**src/rtl/dsd_cpu_pkg.sv**
```systemverilog
// Shared CPU-datapath types: load-FSM state encoding and default memory geometry.
// Latency: n/a (types and constants only).
// Backpressure: n/a.
// Contents: load_state_t (3-bit, IDLE=0), DEF_DATA_WIDTH, DEF_DATA_MEMORY_SIZE.
// The defaults are shared with the save stage so both sides agree on the
// word width and the memory depth.
package dsd_cpu_pkg;

    localparam int DEF_DATA_WIDTH       = 8;
    localparam int DEF_DATA_MEMORY_SIZE = 64;

    typedef enum logic [2:0] {
        IDLE   = 3'd0,
        REQ_A  = 3'd1,
        RESP_A = 3'd2,
        REQ_B  = 3'd3,
        RESP_B = 3'd4,
        DONE   = 3'd5
    } load_state_t;

endpackage

```
**src/rtl/operand_load_handler_if.sv**
```systemverilog
// Bundle between the operand loader, its controller and the data memory.
// Latency: n/a (wires only).
// Backpressure: none; enable is a level request, ready is a one-cycle pulse.
// Signals: enable/need_b/src_addr_a/src_addr_b (request), mem_addr/mem_rd_en/
// mem_rdata (memory read port), operand_a/operand_b/ready/busy (result).
// Optional macro LOAD_FORWARD_EN adds fwd_valid/fwd_addr/fwd_data from the
// save stage write-back.
// Modports: slave = operand loader, master = controller/memory side.
interface operand_load_handler_if
    import dsd_cpu_pkg::*;
#(
    parameter int DATA_WIDTH       = DEF_DATA_WIDTH,
    parameter int DATA_MEMORY_SIZE = DEF_DATA_MEMORY_SIZE
) ();
    localparam int AW = $clog2(DATA_MEMORY_SIZE);

    logic                  enable;
    logic                  need_b;
    logic [AW-1:0]         src_addr_a;
    logic [AW-1:0]         src_addr_b;
    logic [DATA_WIDTH-1:0] mem_rdata;
    logic [AW-1:0]         mem_addr;
    logic                  mem_rd_en;
    logic [DATA_WIDTH-1:0] operand_a;
    logic [DATA_WIDTH-1:0] operand_b;
    logic                  ready;
    logic                  busy;
`ifdef LOAD_FORWARD_EN
    logic                  fwd_valid;
    logic [AW-1:0]         fwd_addr;
    logic [DATA_WIDTH-1:0] fwd_data;
`endif

    modport slave (
`ifdef LOAD_FORWARD_EN
        input  fwd_valid, fwd_addr, fwd_data,
`endif
        input  enable, need_b, src_addr_a, src_addr_b, mem_rdata,
        output mem_addr, mem_rd_en, operand_a, operand_b, ready, busy
    );

    modport master (
`ifdef LOAD_FORWARD_EN
        output fwd_valid, fwd_addr, fwd_data,
`endif
        output enable, need_b, src_addr_a, src_addr_b, mem_rdata,
        input  mem_addr, mem_rd_en, operand_a, operand_b, ready, busy
    );

endinterface

```
**src/rtl/operand_load_handler_capture.sv**
```systemverilog
// One operand register with optional write-back forwarding mux.
// Latency: captures on the edge where cap is high; output is registered.
// Backpressure: none; clr wins over cap, otherwise the value holds.
// Ports: clk, rst_n, clr (zero at start), cap (load), rdata (memory data),
// operand (registered result); with LOAD_FORWARD_EN also fwd_valid/fwd_addr/
// fwd_data and match_addr (the latched address this operand was read from).
module operand_capture
    import dsd_cpu_pkg::*;
#(
    parameter int DATA_WIDTH = DEF_DATA_WIDTH
`ifdef LOAD_FORWARD_EN
    ,
    parameter int AW = $clog2(DEF_DATA_MEMORY_SIZE)
`endif
) (
    input  logic                  clk,
    input  logic                  rst_n,
    input  logic                  clr,
    input  logic                  cap,
    input  logic [DATA_WIDTH-1:0] rdata,
`ifdef LOAD_FORWARD_EN
    input  logic                  fwd_valid,
    input  logic [AW-1:0]         fwd_addr,
    input  logic [DATA_WIDTH-1:0] fwd_data,
    input  logic [AW-1:0]         match_addr,
`endif
    output logic [DATA_WIDTH-1:0] operand
);

    logic [DATA_WIDTH-1:0] sel_data;

`ifdef LOAD_FORWARD_EN
    // A write landing in the same cycle as our read response is newer than
    // what the memory returned, so it takes priority.
    assign sel_data = (fwd_valid && (fwd_addr == match_addr)) ? fwd_data : rdata;
`else
    assign sel_data = rdata;
`endif

    always_ff @(posedge clk or negedge rst_n) begin
        if (!rst_n) begin
            operand <= '0;
        end else if (clr) begin
            operand <= '0;
        end else if (cap) begin
            operand <= sel_data;
        end
    end

endmodule

```
**src/rtl/operand_load_handler.sv**
```systemverilog
// Fetches one or two operands from synchronous data memory for the execute/save path.
// Latency: ready pulses 2 edges (A only) or 4 edges (A and B) after the start edge.
// Backpressure: none; enable is a level request, dropping it mid-fetch aborts silently.
// Ports: clk, rst_n (async active-low), bus (operand_load_handler_if.slave).
// Optional macro LOAD_FORWARD_EN: operands may be taken from the save stage
// write-back instead of memory when the addresses match.
module operand_load_handler
    import dsd_cpu_pkg::*;
#(
    parameter int DATA_WIDTH       = DEF_DATA_WIDTH,
    parameter int DATA_MEMORY_SIZE = DEF_DATA_MEMORY_SIZE
) (
    input  logic                   clk,
    input  logic                   rst_n,
    operand_load_handler_if.slave  bus
);

    localparam int AW = $clog2(DATA_MEMORY_SIZE);

    load_state_t   state;
    logic [AW-1:0] mem_addr_q;
    logic          mem_rd_en_q;
    logic          ready_q;
    logic          busy_q;
    logic [AW-1:0] addr_b_q;
    logic          need_b_q;
`ifdef LOAD_FORWARD_EN
    // Operand A's address is only needed again for the forwarding compare;
    // the memory request itself uses src_addr_a directly at the start edge.
    logic [AW-1:0] addr_a_q;
`endif

    logic start;
    logic cap_a;
    logic cap_b;

    // Capture strobes are qualified by enable so an abort edge never loads
    // a half-finished result.
    assign start = (state == IDLE)   && bus.enable;
    assign cap_a = (state == RESP_A) && bus.enable;
    assign cap_b = (state == RESP_B) && bus.enable;

    always_ff @(posedge clk or negedge rst_n) begin
        if (!rst_n) begin
            state       <= IDLE;
            mem_addr_q  <= '0;
            mem_rd_en_q <= 1'b0;
            ready_q     <= 1'b0;
            busy_q      <= 1'b0;
            addr_b_q    <= '0;
            need_b_q    <= 1'b0;
`ifdef LOAD_FORWARD_EN
            addr_a_q    <= '0;
`endif
        end else begin
            case (state)
                IDLE: begin
                    ready_q <= 1'b0;
                    if (bus.enable) begin
                        addr_b_q    <= bus.src_addr_b;
                        need_b_q    <= bus.need_b;
`ifdef LOAD_FORWARD_EN
                        addr_a_q    <= bus.src_addr_a;
`endif
                        mem_addr_q  <= bus.src_addr_a;
                        mem_rd_en_q <= 1'b1;
                        busy_q      <= 1'b1;
                        state       <= REQ_A;
                    end
                end
                REQ_A, REQ_B: begin
                    mem_rd_en_q <= 1'b0;
                    if (!bus.enable) begin
                        busy_q <= 1'b0;
                        state  <= IDLE;
                    end else begin
                        state  <= (state == REQ_A) ? RESP_A : RESP_B;
                    end
                end
                RESP_A: begin
                    if (!bus.enable) begin
                        mem_rd_en_q <= 1'b0;
                        busy_q      <= 1'b0;
                        state       <= IDLE;
                    end else if (need_b_q) begin
                        mem_addr_q  <= addr_b_q;
                        mem_rd_en_q <= 1'b1;
                        state       <= REQ_B;
                    end else begin
                        ready_q     <= 1'b1;
                        state       <= DONE;
                    end
                end
                RESP_B: begin
                    if (!bus.enable) begin
                        mem_rd_en_q <= 1'b0;
                        busy_q      <= 1'b0;
                        state       <= IDLE;
                    end else begin
                        ready_q     <= 1'b1;
                        state       <= DONE;
                    end
                end
                DONE: begin
                    // Pulse completes regardless of enable; one IDLE edge
                    // always separates consecutive fetches.
                    ready_q <= 1'b0;
                    busy_q  <= 1'b0;
                    state   <= IDLE;
                end
                default: begin
                    mem_rd_en_q <= 1'b0;
                    ready_q     <= 1'b0;
                    busy_q      <= 1'b0;
                    state       <= IDLE;
                end
            endcase
        end
    end

    assign bus.mem_addr  = mem_addr_q;
    assign bus.mem_rd_en = mem_rd_en_q;
    assign bus.ready     = ready_q;
    assign bus.busy      = busy_q;

    operand_capture #(
        .DATA_WIDTH (DATA_WIDTH)
`ifdef LOAD_FORWARD_EN
        ,
        .AW         (AW)
`endif
    ) u_cap_a (
        .clk        (clk),
        .rst_n      (rst_n),
        .clr        (start),
        .cap        (cap_a),
        .rdata      (bus.mem_rdata),
`ifdef LOAD_FORWARD_EN
        .fwd_valid  (bus.fwd_valid),
        .fwd_addr   (bus.fwd_addr),
        .fwd_data   (bus.fwd_data),
        .match_addr (addr_a_q),
`endif
        .operand    (bus.operand_a)
    );

    // Operand B is cleared at start and never loaded for single-operand
    // instructions, which is what makes it read 0 in that case.
    operand_capture #(
        .DATA_WIDTH (DATA_WIDTH)
`ifdef LOAD_FORWARD_EN
        ,
        .AW         (AW)
`endif
    ) u_cap_b (
        .clk        (clk),
        .rst_n      (rst_n),
        .clr        (start),
        .cap        (cap_b),
        .rdata      (bus.mem_rdata),
`ifdef LOAD_FORWARD_EN
        .fwd_valid  (bus.fwd_valid),
        .fwd_addr   (bus.fwd_addr),
        .fwd_data   (bus.fwd_data),
        .match_addr (addr_b_q),
`endif
        .operand    (bus.operand_b)
    );

endmodule

```
**src/flat_wrapper.sv**
```systemverilog
// flat-port wrapper written by rule: the top's interface ports become plain ports
module operand_load_handler_flat import dsd_cpu_pkg::*;
#(
    parameter int DATA_WIDTH       = DEF_DATA_WIDTH,
    parameter int DATA_MEMORY_SIZE = DEF_DATA_MEMORY_SIZE
)
  (clk, rst_n, bus_enable, bus_need_b, bus_src_addr_a, bus_src_addr_b, bus_mem_rdata, bus_mem_addr, bus_mem_rd_en, bus_operand_a, bus_operand_b, bus_ready, bus_busy);
  operand_load_handler_if #(.DATA_WIDTH(DATA_WIDTH), .DATA_MEMORY_SIZE(DATA_MEMORY_SIZE)) bus_i ();
  input  logic clk;
  input  logic rst_n;
  input wire logic [$bits(bus_i.enable)-1:0] bus_enable;
  input wire logic [$bits(bus_i.need_b)-1:0] bus_need_b;
  input wire logic [$bits(bus_i.src_addr_a)-1:0] bus_src_addr_a;
  input wire logic [$bits(bus_i.src_addr_b)-1:0] bus_src_addr_b;
  input wire logic [$bits(bus_i.mem_rdata)-1:0] bus_mem_rdata;
  output wire logic [$bits(bus_i.mem_addr)-1:0] bus_mem_addr;
  output wire logic [$bits(bus_i.mem_rd_en)-1:0] bus_mem_rd_en;
  output wire logic [$bits(bus_i.operand_a)-1:0] bus_operand_a;
  output wire logic [$bits(bus_i.operand_b)-1:0] bus_operand_b;
  output wire logic [$bits(bus_i.ready)-1:0] bus_ready;
  output wire logic [$bits(bus_i.busy)-1:0] bus_busy;
  assign bus_i.enable = bus_enable;
  assign bus_i.need_b = bus_need_b;
  assign bus_i.src_addr_a = bus_src_addr_a;
  assign bus_i.src_addr_b = bus_src_addr_b;
  assign bus_i.mem_rdata = bus_mem_rdata;
  assign bus_mem_addr = bus_i.mem_addr;
  assign bus_mem_rd_en = bus_i.mem_rd_en;
  assign bus_operand_a = bus_i.operand_a;
  assign bus_operand_b = bus_i.operand_b;
  assign bus_ready = bus_i.ready;
  assign bus_busy = bus_i.busy;
  operand_load_handler #(.DATA_WIDTH(DATA_WIDTH), .DATA_MEMORY_SIZE(DATA_MEMORY_SIZE)) u_core (.clk(clk), .rst_n(rst_n), .bus(bus_i));
endmodule
```
**config.mk**
```make
export PLATFORM = sky130hd
export DESIGN_NAME = operand_load_handler_flat
export DESIGN_NICKNAME = d
export VERILOG_FILES = /design/src/rtl/dsd_cpu_pkg.sv /design/src/rtl/operand_load_handler_if.sv /design/src/rtl/operand_load_handler_capture.sv /design/src/rtl/operand_load_handler.sv /design/src/flat_wrapper.sv
export SDC_FILE = /design/constraint.sdc
export NUM_CORES = 1
export LEC_CHECK = 0
export CAP_MARGIN = 20
export CORE_ASPECT_RATIO = 0.9
export CORE_UTILIZATION = 40
export DETAILED_ROUTE_END_ITERATION = 8
export HOLD_SLACK_MARGIN = 0.06
export PLACE_DENSITY = 0.73
export SLEW_MARGIN = 20
export SYNTH_ARGS = -nofsm -noshare
export SYNTH_HDL_FRONTEND = slang
export SYNTH_SLANG_ARGS = --single-unit
export TNS_END_PERCENT = 50
```
**constraint.sdc**
```tcl
create_clock -name clk -period 1.8 [get_ports clk]
set_clock_uncertainty 0.1 [all_clocks]
set_input_delay 0.18 -clock clk [delete_from_list [all_inputs] [get_ports clk]]
set_output_delay 0.18 -clock clk [all_outputs]
set_load 0.02 [all_outputs]
```
==> reports/results.tsv <==
metric	value	unit
status	complete, no violations	
# nets final	209	
Synth Area in Adders	0.647	%
DR WL/cell	14.5	um
mux share of post-synthesis cell area	14.5	%
max-cap violations	0	
Post-Synth XOR/XNOR Area	0	%
Die ar.	4120	um^2
R2R Setup Slk	0.07	ns
post-synthesis compound-gate area fraction	12.3	%
crit path cell chain	or3b_1 > a21oi_4 > mux2_2	
number of synthesized flops with an enable pin	0	
CP endpoint kind	flip-flop	
final hold vios	0	
Worst path slowest cell	dfrtp_1	
Initial Util	41.7	%
Avg Vias per Cell	5.11	
ys flop type	dfrtp_1	
antenna cells	0	
crit path DAT	1.80	ns
Place WS	-0.0885	ns
fmax	578	MHz
crit path buf inv count	0	
Finished Layout Cells	232	
Via Count	1186	
worst setup margin	0.0705	ns
HP Class	input pin to async pin	
total negative slack	0	ns
detailed router's first-iteration violation count	55	
post_cts resized	0	
num rows	21	
Synth cell types	32	
global-route wire length before repair	5250	um
RSZ-0062 raised after global routing	false	
Die Ht	61.0	um
Yosys top cell area share	56.6	%
DRC viols	0	
CTS Buf Count	5	
Slew HR	70.3	%
Synth-to-Final Area Change	42.6	%
Ys Warns	0	
total iterations of the first detailed-routing run	4	
leakage	0.000949	uW
critical path's largest stage delay	0.47	ns
initial antenna violation count	0	
post-synthesis cell area	1550	um^2
io pins	49	
post-synthesis register bit count	35	
clock transition at the registers of the reported paths	0.07	ns
CTS Hold Bufs	0	
register area share after synthesis	56.6	%
layout cells sized above 1	22.0	%
Detailed Route WL	3370	um
CTS sink count	35	
Critical Path Start	u_core.state[2]	
family with the most delay on the worst path	flip-flops	
Worst-Skew Late Latency	0.28	ns
commonest non-fill, non-tap cell in the layout	clkdlybuf4s50_1	
startpoint types	flip-flop	
fill cell count	295	
synth top area cells	dfrtp_1 (57%), mux2_2 (14%), nand2_1 (4.4%)	
grt ovf	0	
kind of critical path	flip-flop to flip-flop	
Synthesized Nets	151	
pwr dens	1370	nW/um^2
port bufs	48	
CP Max Fanout	8	
Least-Margin Pin Slew	0.445	ns
Final period util	96.1	%
core area	3700	um^2
H-tree lvl count	2	
register area	876	um^2
Die Span X	67.5	um
Synth Instances	127	
required time of the critical path	1.87	ns
Placed Cells incl. Taps	224	
Multi-input gate area	613	um^2
Post-DRT Antenna Nets	0	
Async SR Flop Fraction	100	%
Crit Reg-Reg Endpoint	u_core.bus.mem_addr[3]	
CTS root buf	clkbuf_8	
Worst VDD drop	0.650	mV
largest net degree at the start of global routing	36	
total track usage	17.9	%
R2R cell count	3	
hpwl dp	2510	um
post-synth top area cell	dfrtp_1	
Post-CTS Setup Inserts	0	
maximum buffer depth of the clock tree	2	
Final GP Congestion	0.798	
reg2reg start	u_core.state[2]	
Design Power	3030	uW
Final setup viols	0	
syn_area_per_cell	12.2	um^2
number of global-route vias before repair	1119	
Post-Synth Simple-Gate Area	12.2	%
combinational family with the most area after synthesis	multiplexers	
most frequent cells in the layout	clkdlybuf4s50_1 (48), dfrtp_1 (35), mux2_2 (19), nand2_1 (18), buf_4 (11)	
max-slew violations	0	
min cycle time layout	1.73	ns
CTS tree	yes	
## routing by layer
metal  global-route usage, %  vias to the layer above  share of wire [%]
met1                    23.3                      577                 46
met5                       0                        -                  0
met4                    7.29                        0                1.3
met3                    5.26                        5                5.8
met2                    28.0                       40                 47
li1                        -                      564                  -
## worst max path at each step
stage | to | cells after the start
after floorplan | u_core.bus.mem_addr[0] | 4
after global placement | u_core.bus.mem_addr[5] | 4
after detailed placement | u_core.bus.mem_addr[0] | 4
after CTS | u_core.bus.mem_addr[3] | 3
after global routing | u_core.bus.mem_addr[3] | 3
final | u_core.bus.mem_addr[3] | 3
## cell families (layout without fill, tap and decap cells)
group | Yosys count | in the layout
AO/OA/AOI/OAI | 26 | 26
adder cells (fa/ha/maj) | 1 | 1
buffers and inverters | 11 | 70
flip-flops | 35 | 35
multiplexers | 20 | 20
AND/OR/NAND/NOR | 34 | 34
## area by class of cell
type	instances	share of cell area, %
Inverter	3	0.510
Multi-Input combinational cell	81	27.8
Sequential cell	35	39.7
Tap cell	46	2.61
Clock inverter	2	0.567
Clock buffer	6	3.29
Timing Repair Buffer	59	25.5
## where the power goes
part	switching [uW]	total, uW	internal [uW]
sequential	190	1240	1050
clock	273	543	270
combinational	577	1250	670
total	1040	3030	1990
## cells in the mapped netlist (all sizes together) (2+ instances only)
master / n
nor3b: 2
nand2b: 4
o21ai: 10
a22o: 7
buf: 6
nor2: 3
inv: 3
a21oi: 2
mux2: 19
nand2: 18
or3b: 2
dfrtp: 35
clkbuf: 2
## registers in the layout, indices dropped and copies added, names as in the netlist
register / flops
u_core.bus.mem_addr: 6
u_core.need_b_q: 1
u_core.addr_b_q: 6
u_core.bus.ready: 1
u_core.bus.mem_rd_en: 1
u_core.bus.busy: 1
u_core.u_cap_a.operand: 8
u_core.u_cap_b.operand: 8
u_core.state: 3
## stage by stage
step / cell area (um^2) / utilization [%] / hold slack [ns]
after floorplan: 1550 / - / -0.216
final: 2210 / 59.5 / 0.206
after global routing: 2210 / 59.5 / 0.250
after global placement: 2120 / 57.2 / 0.363
after CTS: 2210 / 59.5 / 0.211
after detailed placement: 2120 / 57.2 / 0.377
No activity file was read; power rests on OpenSTA's default activity.
